$ cat src/rtl/seventy_two_bit_pkg.sv
// Shared types and defaults for the 72-bit processor memory arbiter.
package seventy_two_bit_pkg;

  localparam int DATA_W_DEF  = 72;
  localparam int ADDR_W_DEF  = 16;
  localparam int MEM_LAT_DEF = 2;
  localparam int LAT_CNT_W   = 4;

  typedef enum logic [1:0] {
    IDLE  = 2'd0,
    ISSUE = 2'd1,
    WAIT  = 2'd2,
    RESP  = 2'd3
  } arb_state_t;

  typedef enum logic {
    OWN_FETCH = 1'b0,
    OWN_DATA  = 1'b1
  } owner_t;

  // Arbitration decision; rr_en selects alternation on a tie, else the LSU wins.
  function automatic owner_t pick_owner(input logic if_req, input logic d_req,
                                        input owner_t last_owner, input logic rr_en);
    owner_t w;
    if (if_req && d_req) begin
      if (rr_en) begin
        w = (last_owner == OWN_FETCH) ? OWN_DATA : OWN_FETCH;
      end else begin
        w = OWN_DATA;
      end
    end else if (d_req) begin
      w = OWN_DATA;
    end else begin
      w = OWN_FETCH;
    end
    return w;
  endfunction

endpackage

$ cat src/rtl/seventy_two_bit_mem_arbiter.sv
// Single-port 72-bit memory arbiter between instruction fetch and the LSU.
// Optional feature macro: ARB_ROUND_ROBIN_EN (alternate owners on simultaneous requests).
module seventy_two_bit_mem_arbiter
  import seventy_two_bit_pkg::*;
#(
  parameter int DATA_W  = DATA_W_DEF,
  parameter int ADDR_W  = ADDR_W_DEF,
  parameter int MEM_LAT = MEM_LAT_DEF
) (
  input  logic              clk,
  input  logic              rst,
  input  logic              if_req,
  input  logic [ADDR_W-1:0] if_addr,
  output logic              if_gnt,
  output logic              if_rvalid,
  output logic [DATA_W-1:0] if_rdata,
  input  logic              d_req,
  input  logic              d_we,
  input  logic [ADDR_W-1:0] d_addr,
  input  logic [DATA_W-1:0] d_wdata,
  output logic              d_gnt,
  output logic              d_rvalid,
  output logic [DATA_W-1:0] d_rdata,
  output logic              mem_en,
  output logic              mem_we,
  output logic [ADDR_W-1:0] mem_addr,
  output logic [DATA_W-1:0] mem_wdata,
  input  logic [DATA_W-1:0] mem_rdata
);

  if (MEM_LAT < 1 || MEM_LAT > 15) begin : g_lat_check
    $error("seventy_two_bit_mem_arbiter: MEM_LAT must be within 1..15");
  end

`ifdef ARB_ROUND_ROBIN_EN
  localparam logic RR_EN = 1'b1;
`else
  localparam logic RR_EN = 1'b0;
`endif

  localparam logic [LAT_CNT_W-1:0] LAT_INIT = LAT_CNT_W'(MEM_LAT - 1);

  arb_state_t           state_q, state_d;
  owner_t               owner_q, owner_d;
  owner_t               last_owner_q, last_owner_d;
  logic                 we_q, we_d;
  logic [LAT_CNT_W-1:0] lat_cnt_q, lat_cnt_d;

  logic                 if_gnt_q, if_gnt_d;
  logic                 if_rvalid_q, if_rvalid_d;
  logic [DATA_W-1:0]    if_rdata_q, if_rdata_d;
  logic                 d_gnt_q, d_gnt_d;
  logic                 d_rvalid_q, d_rvalid_d;
  logic [DATA_W-1:0]    d_rdata_q, d_rdata_d;
  logic                 mem_en_q, mem_en_d;
  logic                 mem_we_q, mem_we_d;
  logic [ADDR_W-1:0]    mem_addr_q, mem_addr_d;
  logic [DATA_W-1:0]    mem_wdata_q, mem_wdata_d;

  logic   any_req;
  owner_t winner;
  logic   issue_we;

  assign any_req  = if_req | d_req;
  assign winner   = pick_owner(if_req, d_req, last_owner_q, RR_EN);
  assign issue_we = (winner == OWN_DATA) && d_we;

  always_ff @(posedge clk or posedge rst) begin
    if (rst) begin
      state_q      <= IDLE;
      owner_q      <= OWN_FETCH;
      last_owner_q <= OWN_FETCH;
      we_q         <= 1'b0;
      lat_cnt_q    <= '0;
      if_gnt_q     <= 1'b0;
      if_rvalid_q  <= 1'b0;
      if_rdata_q   <= '0;
      d_gnt_q      <= 1'b0;
      d_rvalid_q   <= 1'b0;
      d_rdata_q    <= '0;
      mem_en_q     <= 1'b0;
      mem_we_q     <= 1'b0;
      mem_addr_q   <= '0;
      mem_wdata_q  <= '0;
    end else begin
      state_q      <= state_d;
      owner_q      <= owner_d;
      last_owner_q <= last_owner_d;
      we_q         <= we_d;
      lat_cnt_q    <= lat_cnt_d;
      if_gnt_q     <= if_gnt_d;
      if_rvalid_q  <= if_rvalid_d;
      if_rdata_q   <= if_rdata_d;
      d_gnt_q      <= d_gnt_d;
      d_rvalid_q   <= d_rvalid_d;
      d_rdata_q    <= d_rdata_d;
      mem_en_q     <= mem_en_d;
      mem_we_q     <= mem_we_d;
      mem_addr_q   <= mem_addr_d;
      mem_wdata_q  <= mem_wdata_d;
    end
  end

  // WAIT is always visited so that data capture lands exactly MEM_LAT cycles after mem_en.
  always_comb begin
    state_d      = state_q;
    owner_d      = owner_q;
    last_owner_d = last_owner_q;
    we_d         = we_q;
    lat_cnt_d    = lat_cnt_q;
    case (state_q)
      IDLE: begin
        if (any_req) begin
          state_d      = ISSUE;
          owner_d      = winner;
          last_owner_d = winner;
          we_d         = issue_we;
        end else begin
          state_d = IDLE;
        end
      end
      ISSUE: begin
        state_d   = WAIT;
        lat_cnt_d = LAT_INIT;
      end
      WAIT: begin
        if (lat_cnt_q == {LAT_CNT_W{1'b0}}) begin
          state_d = RESP;
        end else begin
          lat_cnt_d = lat_cnt_q - {{(LAT_CNT_W-1){1'b0}}, 1'b1};
        end
      end
      RESP:    state_d = IDLE;
      default: state_d = IDLE;
    endcase
  end

  // Outputs are registered from the transition, so they line up with the state they belong to.
  always_comb begin
    if_gnt_d    = 1'b0;
    d_gnt_d     = 1'b0;
    if_rvalid_d = 1'b0;
    d_rvalid_d  = 1'b0;
    mem_en_d    = 1'b0;
    mem_we_d    = 1'b0;
    mem_addr_d  = '0;
    mem_wdata_d = '0;
    if_rdata_d  = if_rdata_q;
    d_rdata_d   = d_rdata_q;
    case (state_q)
      IDLE: begin
        if (any_req) begin
          mem_en_d    = 1'b1;
          mem_we_d    = issue_we;
          mem_addr_d  = (winner == OWN_DATA) ? d_addr : if_addr;
          mem_wdata_d = issue_we ? d_wdata : '0;
          if_gnt_d    = (winner == OWN_FETCH);
          d_gnt_d     = (winner == OWN_DATA);
        end else begin
          mem_en_d = 1'b0;
        end
      end
      WAIT: begin
        if (lat_cnt_q == {LAT_CNT_W{1'b0}}) begin
          if (owner_q == OWN_FETCH) begin
            if_rvalid_d = 1'b1;
            if_rdata_d  = mem_rdata;
          end else begin
            d_rvalid_d = 1'b1;
            if (!we_q) begin
              d_rdata_d = mem_rdata;
            end else begin
              d_rdata_d = d_rdata_q;
            end
          end
        end else begin
          d_rvalid_d = 1'b0;
        end
      end
      default: mem_en_d = 1'b0;
    endcase
  end

  assign if_gnt    = if_gnt_q;
  assign if_rvalid = if_rvalid_q;
  assign if_rdata  = if_rdata_q;
  assign d_gnt     = d_gnt_q;
  assign d_rvalid  = d_rvalid_q;
  assign d_rdata   = d_rdata_q;
  assign mem_en    = mem_en_q;
  assign mem_we    = mem_we_q;
  assign mem_addr  = mem_addr_q;
  assign mem_wdata = mem_wdata_q;

endmodule
$ cat config.mk
export PLATFORM = sky130hd
export DESIGN_NAME = seventy_two_bit_mem_arbiter
export DESIGN_NICKNAME = d
export VERILOG_FILES = /design/src/rtl/seventy_two_bit_pkg.sv /design/src/rtl/seventy_two_bit_mem_arbiter.sv
export SDC_FILE = /design/constraint.sdc
export NUM_CORES = 1
export LEC_CHECK = 0
export ABC_AREA = 1
export BUFFER_PORTS_ARGS = -buffer_cell sky130_fd_sc_hd__buf_2
export CAP_MARGIN = 20
export CORE_AREA = 5 5 158 160
export DETAILED_ROUTE_END_ITERATION = 16
export DIE_AREA = 0 0 163 165
export PLACE_DENSITY = 0.74
export SKIP_CTS_REPAIR_TIMING = 1
export SLEW_MARGIN = 20
export SYNTH_ARGS = -nofsm -noshare
export SYNTH_HDL_FRONTEND = slang
export SYNTH_SLANG_ARGS = --single-unit
$ cat constraint.sdc
create_clock -name clk -period 10.9 [get_ports clk]
set_clock_uncertainty 0.15 [all_clocks]
set_input_delay 0.545 -clock clk [delete_from_list [all_inputs] [get_ports clk]]
set_output_delay 0.545 -clock clk [all_outputs]
set_load 0.02 [all_outputs]
==> flow_metrics.py, run 1 <==
metrics = {
    "yosys": {
        "synth_cell_types": 23,
        "syn_area_um2": 9040,
        "yosysWarnings": 0,
        "ys_seq_area_frac": 0.681,
        "syn_area_per_cell_um2": 10.0,
        "synthCells": 904,
        "ys_seq_elements": 246,
        "syn_nets": 1090,
    },
    "clock_network": {
        "cts-root-buf": "clkbuf_16",
        "clk_pin_slew_worst_paths_ns": 0.06,
        "cts.sinks": 246,
        "cts_tree": "yes",
        "cts_buffers": 26,
        "ctsHtreeMaxLevel": 1,
        "clk_latency_ns": 0.51,
        "clock_path_buffers": 3,
    },
    "placed_design": {
        "gp_congestion": 0.819,
        "post-place-ws_ns": 7.58,
        "dp_hpwl_um": 18400,
        "numPortBuffers": 418,
    },
    "global_route": {
        "grt_pass1_wl_um": 38500,
        "gr-total-overflow": 0,
        "grt_max_degree": 115,
        "grt_pass1_vias": 7400,
        "antenna_found_initial": 2,
        "grtUsageTotal": 0.177,
    },
    "worst_setup_path": {
        "reg2reg_to": "if_rdata[14]$_DFFE_PP0P_",
        "critPathCaptureType": "register",
        "crit_end": "if_rdata[14]$_DFFE_PP0P_",
        "worstPathArrival_ns": 2.90,
        "reg2reg_depth": 6,
        "reg2reg_from": "state_q[0]$_DFFE_PP0P_",
        "critical_path_class": "reg -> reg",
        "crit_path_start": "state_q[0]$_DFFE_PP0P_",
        "worstPathRequired_ns": 11.19,
        "crit_fanout": 98,
        "start_kind": "register",
        "ff2ff_setup_slack_ns": 8.28,
    },
    "power_and_ir_drop": {
        "switching_power_mw": 1.41,
        "leakage_nw": 7.01,
        "p_sw_frac": 0.394,
        "irDropWorstVdd_v": 0.000132,
        "p_seq_frac": 0.394,
        "p_clk_frac": 0.235,
        "combPwrFrac": 0.371,
        "pwr_density_cell_nw_per_um2": 295,
        "power.internal_mw": 2.17,
    },
    "floorplanning": {
        "die_height_um": 165,
        "rows": 56,
        "floorplan.initialDensity": 0.389,
        "die_area_um2": 26900,
        "die_w_um": 163,
        "io_pins": 419,
        "core_area_um2": 23300,
    },
    "finish": {
        "fillCellCount": 2099,
        "diodes": 0,
        "area_delta_synth_final_pct": 34.5,
        "final_nets": 1495,
        "final_util": 0.523,
        "area.sequential_um2": 6160,
        "multi_input_area_um2": 2270,
        "drive_gt1_frac": 0.356,
    },
    "job": {
        "drv_cap": 0,
    },
    "sta": {
        "setup_viol": 0,
        "fin_crit_ns": 2.62,
        "final-hold-violation-count": 0,
        "rsz0062_at_grt": "false",
        "slew_viol_final": 0,
        "worstMarginPinSlew_ns": 0.974,
        "setup_tns_ns": 0,
        "slew_headroom": 0.351,
        "worst_slack_ns": 8.28,
        "fin_crit_sh": 0.240,
        "fmax_mhz": 382,
    },
    "drt": {
        "wirelength_um": 25200,
        "drc": 0,
        "routed_via_density": 4.52,
        "ant_nets": 0,
        "drtIter0Drc": 433,
        "wl_per_cell_um": 15.3,
        "drtPass1Iterations": 5,
        "vias": 7437,
    },
    "status": {
        "status": "finished clean",
    },
    "min_path": {
        "hp-class": "in -> reg",
    },
}
-- metrics by stage --
step / std cells / area, um2 / power, mW / hold slack, ns
after global routing: 1644 / 12200 / 3.82 / 0.0606
after floorplan: 904 / 9040 / 2.26 / 0.289
after detailed placement: 1598 / 11300 / 2.77 / 0.318
after global placement: 1597 / 11300 / 2.72 / 0.311
final: 1644 / 12200 / 3.58 / 0.0806
after CTS: 1642 / 12100 / 3.62 / -0.0180
-- worst min-delay path by stage --
stage                               endpoint                startpoint  depth (start not counted)  slack (ns)
finish                 mem_addr[9]$_DFF_PP0_                if_addr[9]                          3        0.08
global route          mem_addr[10]$_DFF_PP0_               if_addr[10]                          3        0.06
CTS                    mem_addr[1]$_DFF_PP0_                       rst                          2       -0.02
detailed placement   d_rdata[69]$_DFFE_PP0P_   d_rdata[69]$_DFFE_PP0P_                          2        0.32
global placement     d_rdata[67]$_DFFE_PP0P_   d_rdata[67]$_DFFE_PP0P_                          2        0.31
floorplan           lat_cnt_q[0]$_DFFE_PP0P_  lat_cnt_q[0]$_DFFE_PP0P_                          1        0.29
-- flip-flops by register name (all words and copies together), names as in the netlist, 2 cells and up --
signal and count:
d_rdata 72, if_rdata 72, mem_wdata 72, mem_addr 16, lat_cnt_q 4, state_q 2
-- Yosys cell counts --
library cell  instances  area share
o21ai_0              42       0.023
buf_4                 1     0.00083
nand3_4               2      0.0039
nor3_1                1     0.00055
ha_1                  5      0.0069
inv_1                82       0.034
inv_2                 1     0.00041
buf_6                13       0.016
or2_2                 1     0.00069
clkbuf_1             22      0.0091
o21bai_1              1     0.00083
o21ai_2               5      0.0048
clkbuf_2              1     0.00055
nand3_1               4      0.0022
buf_1                 5      0.0021
dfrtp_1             246        0.68
buf_2                 7      0.0039
clkinv_1              2     0.00083
nor2_2                1     0.00069
nor2_1               76       0.032
nand2_1             280        0.12
o21ai_1             105       0.058
xor2_1                1     0.00097
-- power groups by stage --
stage               clock, mW  combinational [mW]  sequential (mW)
detailed placement          0                1.35             1.42
global route            0.902                1.47             1.45
floorplan                   0               0.459             1.80
global placement            0                1.31             1.41
finish                  0.841                1.33             1.41
CTS                     0.865                1.35             1.41
-- worst max-delay path: stages, from the launching register on --
cell,delay [ns]
dfrtp_1,0.34
inv_1,0.07
ha_1,0.34
nand3_4,0.46
buf_4,0.80
nand2_1,0.17
o21ai_2,0.10
-- cells in the final DEF (no fill, tap or decap) --
master,instances
buf_12,1
buf_16,1
buf_2,418
buf_4,3
buf_6,2
bufinv_16,1
clkbuf_1,9
clkbuf_16,27
clkbuf_8,4
clkinv_1,2
clkinv_2,3
dfrtp_1,246
dlygate4sd3_1,1
ha_1,5
inv_1,81
inv_2,1
inv_8,1
nand2_1,279
nand2_2,1
nand3_1,4
nand3_4,2
nor2_1,76
nor2_2,1
nor3_1,1
o21ai_0,42
o21ai_1,105
o21ai_2,5
o21bai_1,1
or2_2,1
xor2_1,1
-- kinds of logic (layout without fill, tap and decap cells) --
family / count (synthesis) / after routing / share of synthesized area
DFF: 246 / 246 / 0.681
adders and majority gates: 5 / 5 / 0.00692
and+or+nand+nor: 365 / 365 / 0.156
buffers and inverters: 134 / 555 / 0.0680
xor gates and xnor gates: 1 / 1 / 0.000969
AOI/OAI and AO/OA: 153 / 153 / 0.0871
-- per-layer routing --
| metal | share of wire | wire [um] | GRT usage |
|---|---|---|---|
| met5 | 0.00044 | 11 | 0 |
| met4 | 0.040 | 1020 | 0.0667 |
| met3 | 0.10 | 2600 | 0.0599 |
| met2 | 0.48 | 12200 | 0.296 |
| met1 | 0.37 | 9370 | 0.212 |
-- layout make-up --
class,count,share of cell area
Multi-Input combinational cell,524,0.187
Clock buffer,40,0.0629
Timing Repair Buffer,426,0.181
Sequential cell,246,0.506
Tap cell,319,0.0328
Inverter,85,0.0269
Clock inverter,4,0.00371
Power figures use the tool's default switching activity.
==> run 2: changes to the inputs <==
--- a/config.mk
+++ b/config.mk
@@ -11,7 +11,7 @@
 export CORE_AREA = 5 5 158 160
 export DETAILED_ROUTE_END_ITERATION = 16
 export DIE_AREA = 0 0 163 165
-export PLACE_DENSITY = 0.74
+export PLACE_DENSITY = 0.76
 export SKIP_CTS_REPAIR_TIMING = 1
 export SLEW_MARGIN = 20
 export SYNTH_ARGS = -nofsm -noshare
==> constraint.sdc (replaced) <==
create_clock -name clk -period 2.4 [get_ports clk]
set_clock_uncertainty 0.15 [all_clocks]
set_input_delay 0.12 -clock clk [delete_from_list [all_inputs] [get_ports clk]]
set_output_delay 0.12 -clock clk [all_outputs]
set_load 0.02 [all_outputs]
==> run 2 against run 1 <==
  * The run now ends with hold timing left
  * Sequential share of layout area shrank 8.4 points
  * Non-clock buffer count grew 230
  * Sequential cell count is the same
  * Register-to-register slack lost 7.9 ns
  * Critical endpoint is now mem_wdata[23]$_DFF_PP0_
==> flow_metrics.py, run 2 (synthesized netlist as in run 1, its figures left out) <==
metrics = {
    "status": {
        "status": "complete, but fails checks",
        "violations": "hold timing",
    },
    "placed_design": {
        "dp_cells": 1614,
        "dp_hpwl_um": 19500,
        "post-place-ws_ns": 0.407,
        "postPlaceCellArea_um2": 11500,
        "gp_congestion": 0.790,
        "numPortBuffers": 418,
    },
    "power_and_ir_drop": {
        "power.internal_mw": 10.6,
        "leakage_nw": 8.03,
        "p_clk_frac": 0.247,
        "p_sw_frac": 0.391,
        "irDropWorstVdd_v": 0.000609,
        "p_seq_frac": 0.372,
        "pwr_density_cell_nw_per_um2": 1190,
        "power.total_mw": 17.4,
        "combPwrFrac": 0.381,
        "switching_power_mw": 6.78,
    },
    "worst_setup_path": {
        "crit_family": "buffers and inverters",
        "crit_fanout": 18,
        "critPathCaptureType": "register",
        "ff2ff_setup_slack_ns": 0.35,
        "cp_num_cells": 6,
        "worstPathArrival_ns": 2.35,
        "slowest_stage": "dlygate4sd3_1",
        "critical_path_class": "reg -> reg",
        "reg2reg_to": "mem_wdata[23]$_DFF_PP0_",
        "reg2reg_depth": 6,
        "path_buf_inv": 3,
        "crit_end": "mem_wdata[23]$_DFF_PP0_",
        "crit_path_start": "state_q[0]$_DFFE_PP0P_",
        "worstPathRequired_ns": 2.70,
        "start_kind": "register",
        "reg2reg_from": "state_q[0]$_DFFE_PP0P_",
        "worstPathCellList": "inv_1, ha_1, nand2_2, buf_4, nor2_1, dlygate4sd3_1",
        "cpPeakStageDelay_ns": 0.58,
    },
    "sta": {
        "worst_slack_ns": 0.350,
        "rsz0062_at_grt": "false",
        "setup_viol": 0,
        "worstMarginPinSlew_ns": 0.573,
        "slew_viol_final": 0,
        "setup_tns_ns": 0,
        "slew_headroom": 0.618,
        "fmax_mhz": 488,
        "fin_crit_sh": 0.854,
        "fin_hold_ws_ns": -0.0141,
        "final-hold-violation-count": 2,
        "fin_crit_ns": 2.05,
    },
    "finish": {
        "area_delta_synth_final_pct": 61.2,
        "final_nets": 1724,
        "final_util": 0.626,
        "fillCellCount": 1682,
        "diodes": 0,
        "drive_gt1_frac": 0.319,
        "instances_no_fill": 1875,
        "final_cell_mix": "418 x buf_2, 279 x nand2_1, 246 x dfrtp_1, 216 x dlygate4sd3_1, 105 x o21ai_1",
        "fin_area_um2": 14600,
        "layout_commonest_cell": "buf_2",
    },
    "floorplanning": {
        "io_pins": 419,
        "die_w_um": 163,
        "rows": 56,
        "die_area_um2": 26900,
        "core_area_um2": 23300,
        "floorplan.initialDensity": 0.389,
        "die_height_um": 165,
    },
    "global_route": {
        "grtUsageTotal": 0.182,
        "grt_pass1_vias": 7392,
        "gr-total-overflow": 0,
        "antenna_found_initial": 0,
        "grt_pass1_wl_um": 39300,
        "grt_max_degree": 101,
    },
    "drt": {
        "wl_per_cell_um": 17.5,
        "drc": 0,
        "ant_nets": 0,
        "wirelength_um": 32800,
        "routed_via_density": 4.76,
        "vias": 8933,
        "drtIter0Drc": 822,
        "drtPass1Iterations": 5,
    },
    "min_path": {
        "hp-class": "in -> reg",
    },
    "clock_network": {
        "clk_latency_ns": 0.52,
        "clock_path_buffers": 3,
        "clk_pin_slew_worst_paths_ns": 0.06,
        "cts_buffers": 25,
        "cts.sinks": 246,
        "cts-root-buf": "clkbuf_16",
        "cts_tree": "yes",
        "ctsHtreeMaxLevel": 1,
    },
    "job": {
        "drv_cap": 0,
    },
}
==> run 2: changes by cell type in the layout (fill, tap and decap cells not counted), sizes merged <==
cell,previous run,this run
clkinv,5,8
clkinvlp,0,3
clkbuf,40,29
dlygate4sd3,1,216
bufinv,1,6
inv,83,84
buf,425,440
==> run 2: tightest hold or removal path, stage by stage <==
cell and delay (ns):
buf_2 0.09, nand2_2 0.07, buf_4 0.21, nor2_1 0.12
==> run 2: worst min-delay path by stage <==
stage          slack (ns)  startpoint                       to  depth (start not counted)
2_1_floorplan        0.08  if_addr[0]    mem_addr[0]$_DFF_PP0_                          2
3_3_place_gp         0.11         rst   mem_wdata[9]$_DFF_PP0_                          3
3_5_place_dp         0.10         rst   mem_wdata[9]$_DFF_PP0_                          3
4_1_cts             -0.45         rst   mem_wdata[8]$_DFF_PP0_                          3
5_1_grt            -0.004       d_req  mem_wdata[37]$_DFF_PP0_                          4
6_report            -0.01       d_req  mem_wdata[37]$_DFF_PP0_                          4
==> run 2: final cells by class <==
type	count	area (um2)	share of cell area
flip-flops and latches	246	6160	0.423
repair buffers	656	4510	0.309
multi-input cells	524	2270	0.156
clock buffers	29	671	0.0460
well taps	319	399	0.0274
inverters	85	323	0.0222
clock inverters	16	243	0.0167
==> run 2: power by group through the flow <==
stage          logic, mW  registers [mW]  clock network (mW)
2_1_floorplan       2.08            8.19                   0
3_3_place_gp        6.06            6.42                   0
3_5_place_dp        6.24            6.44                   0
4_1_cts             6.27            6.40                4.36
5_1_grt             7.14            6.61                4.55
6_report            6.61            6.46                4.29
==> run 2: routing by layer <==
metal  GRT usage  vias up  part of all wire
li1            -     4066                 -
met4      0.0545        0             0.043
met3      0.0601      101             0.097
met2       0.316      566              0.50
met1       0.217     4200              0.36
met5           0        -                 0
==> run 3: changes to the inputs <==
--- a/config.mk
+++ b/config.mk
@@ -5,13 +5,13 @@
 export SDC_FILE = /design/constraint.sdc
 export NUM_CORES = 1
 export LEC_CHECK = 0
-export ABC_AREA = 1
 export BUFFER_PORTS_ARGS = -buffer_cell sky130_fd_sc_hd__buf_2
 export CAP_MARGIN = 20
-export CORE_AREA = 5 5 158 160
+export CORE_ASPECT_RATIO = 0.7
+export CORE_MARGIN = 5
+export CORE_UTILIZATION = 43
 export DETAILED_ROUTE_END_ITERATION = 16
-export DIE_AREA = 0 0 163 165
-export PLACE_DENSITY = 0.76
+export PLACE_DENSITY = 0.82
 export SKIP_CTS_REPAIR_TIMING = 1
 export SLEW_MARGIN = 20
 export SYNTH_ARGS = -nofsm -noshare
==> run 3 against run 2 <==
  * The flow still finishes with violations (hold timing)
  * Worst setup slack lost 0.33 ns
  * Critical path type unchanged
  * Combinational power grew 3.9%
  * Sequential power grew 0.8%
  * Synthesized cell count shrank 40%
  * Via count shrank 21%
  * Highest routed layer unchanged
  * Power shrank 2.6%
  * Maximum frequency shrank 14%
==> flow_metrics.py, run 3 <==
metrics = {
    "sta": {
        "fmax_mhz": 420,
        "slew_headroom": 0.587,
        "fin_hold_ws_ns": -0.00138,
        "fin_crit_ns": 2.38,
        "setup_viol": 0,
        "worst_slack_ns": 0.0183,
        "final-hold-violation-count": 1,
        "slew_viol_final": 0,
        "fin_crit_sh": 0.992,
        "worstMarginPinSlew_ns": 0.620,
    },
    "placed_design": {
        "numPortBuffers": 418,
        "dp_cells": 1233,
        "gp_congestion": 0.838,
        "post-place-ws_ns": 0.209,
        "dp_hpwl_um": 19500,
    },
    "finish": {
        "drive_gt1_frac": 0.526,
        "instances_no_fill": 1452,
        "area_delta_synth_final_pct": 51.5,
        "final_cell_mix": "418 x buf_2, 246 x dfrtp_1, 180 x dlygate4sd3_1, 139 x mux2_4, 73 x and2_1",
        "diodes": 0,
        "final_nets": 1342,
        "final_util": 0.662,
        "layout_commonest_cell": "buf_2",
    },
    "floorplanning": {
        "core_area_um2": 21700,
        "die_height_um": 134,
        "floorplan.initialDensity": 0.437,
        "die_w_um": 188,
        "rows": 45,
        "die_area_um2": 25200,
        "io_pins": 419,
    },
    "power_and_ir_drop": {
        "leakage_nw": 7.78,
        "power.total_mw": 16.9,
        "pwr_density_cell_nw_per_um2": 1180,
        "irDropWorstVdd_v": 0.000531,
    },
    "drt": {
        "wl_met1_um": 11400,
        "route.met3.wl_um": 2430,
        "wirelength_um": 31000,
        "drtIter0Drc": 339,
        "routed_via_density": 4.83,
        "ant_nets": 0,
        "wl_per_cell_um": 21.4,
        "route.met2.wl_um": 15900,
        "drc": 0,
        "vias": 7017,
        "highest_layer": "met4",
        "drtPass1Iterations": 4,
    },
    "yosys": {
        "synth_cell_types": 29,
        "synth_common_cells": "246 x dfrtp_1, 139 x mux2_4, 73 x and2_1",
        "synth_most_common_cell": "dfrtp_1",
        "yosys-top-cells-area": "dfrtp_1 65%, mux2_4 22%, and2_1 4.8%, a22o_1 1.5%, buf_12 1.5%",
        "syn_area_um2": 9500,
        "syn_nets": 732,
        "synth_top_flop_cell": "dfrtp_1",
        "async_reset_ff_frac": 1.00,
        "synth_top_area_frac": 0.648,
        "synth_edf_count": 0,
        "synth_top_cell_by_area": "dfrtp_1",
        "ys_seq_area_frac": 0.648,
        "yosysWarnings": 0,
        "ys_seq_elements": 246,
        "syn_area_per_cell_um2": 17.4,
        "synthCells": 546,
    },
    "clock_network": {
        "cts_tree": "yes",
        "ctsHtreeMaxLevel": 1,
        "cts-root-buf": "clkbuf_16",
        "cts_buffers": 23,
        "clock_path_buffers": 3,
        "clk_pin_slew_worst_paths_ns": 0.07,
        "cts.sinks": 246,
        "clk_latency_ns": 0.50,
    },
    "worst_setup_path": {
        "cpPeakStageDelay_ns": 0.61,
        "slowest_stage": "dlygate4sd3_1",
        "ff2ff_setup_slack_ns": 0.02,
        "path_buf_inv": 2,
        "start_kind": "register",
        "critPathCaptureType": "register",
        "worstPathRequired_ns": 2.67,
        "crit_family": "buffers and inverters",
        "critical_path_class": "reg -> reg",
        "worstPathArrival_ns": 2.65,
        "worstPathCellList": "inv_1, ha_1, and2_1, a22o_1, dlygate4sd3_1",
        "crit_fanout": 18,
    },
    "job": {
        "drv_cap": 0,
    },
    "status": {
        "status": "complete, but fails checks",
        "violations": "hold timing",
    },
    "global_route": {
        "grtUsageTotal": 0.189,
        "grt_pass1_vias": 6443,
        "grt_pass1_wl_um": 37500,
        "antenna_found_initial": 0,
        "gr-total-overflow": 0,
        "grt_max_degree": 112,
    },
    "min_path": {
        "hp-class": "in -> async",
    },
}
[run 3: changes by cell type in the layout (fill, tap and decap cells not counted), sizes merged, moves of 4 or more]
cell         delta
dlygate4sd3    -36
nand3           -6
and2           +74
inv            -78
mux2          +146
nor2           -73
clkinv          -4
nand2         -278
bufinv          -4
o21ai         -150
a22o           +16
buf             -8
clkbuf          +4
[run 3: path summary, 6_finish.rpt]
kind	startpoint	end	cells past startpoint
hold reg to reg	if_rdata[14]$_DFFE_PP0P_	if_rdata[14]$_DFFE_PP0P_	1
min in group clk	d_addr[11]	mem_addr[11]$_DFF_PP0_	3
setup reg to reg	state_q[0]$_DFFE_PP0P_	mem_addr[10]$_DFF_PP0_	5
setup / recovery	state_q[0]$_DFFE_PP0P_	mem_addr[10]$_DFF_PP0_	5
hold / removal	rst	state_q[0]$_DFFE_PP0P_	3
max in group asynchronous	rst	if_rdata[48]$_DFFE_PP0P_	4
[run 3: power by group]
| part | switching, mW | total (mW) | internal [mW] |
|---|---|---|---|
| Sequential | 0.920 | 6.51 | 5.59 |
| Combinational | 3.56 | 6.87 | 3.31 |
| Clock | 1.51 | 3.53 | 2.02 |
| Total | 5.99 | 16.9 | 10.9 |
[run 3: metal layers]
layer | up-vias | track usage
met3 | 81 | 0.0515
met5 | - | 0
li1 | 3062 | -
met1 | 3517 | 0.238
met4 | 0 | 0.0636
met2 | 357 | 0.318
[run 3: worst reg2reg max path: cells and delay by family (launching register included)]
family | cells | cell delay (ns)
adders and majority gates | 1 | 0.23
buffers and inverters | 2 | 0.70
DFF | 1 | 0.41
AOI/OAI and AO/OA | 1 | 0.25
and+or+nand+nor | 1 | 0.55
[run 3: cells by family after synthesis]
logic type / Yosys count / synth area share
adder cells (fa/ha/maj): 5 / 0.00659
buffers and inverters: 34 / 0.0356
flip-flops: 246 / 0.648
AO/OA/AOI/OAI: 25 / 0.0212
AND/OR/NAND/NOR: 88 / 0.0585
multiplexers: 148 / 0.230
[run 3: through the flow]
step                      TNS (ns)  cell area [um2]
after floorplan            -271.03             9500
after global placement           0            11900
after detailed placement         0            11900
after CTS                        0            12600
after global routing        -0.242            14400
final                            0            14400
[run 3: layout make-up]
cell class	count	area, um2
Clock buffer	33	623
Clock inverter	6	83.8
Fill cell	1450	7340
Inverter	7	30.0
Multi-Input combinational cell	266	3010
Sequential cell	246	6160
Tap cell	282	353
Timing Repair Buffer	612	4140
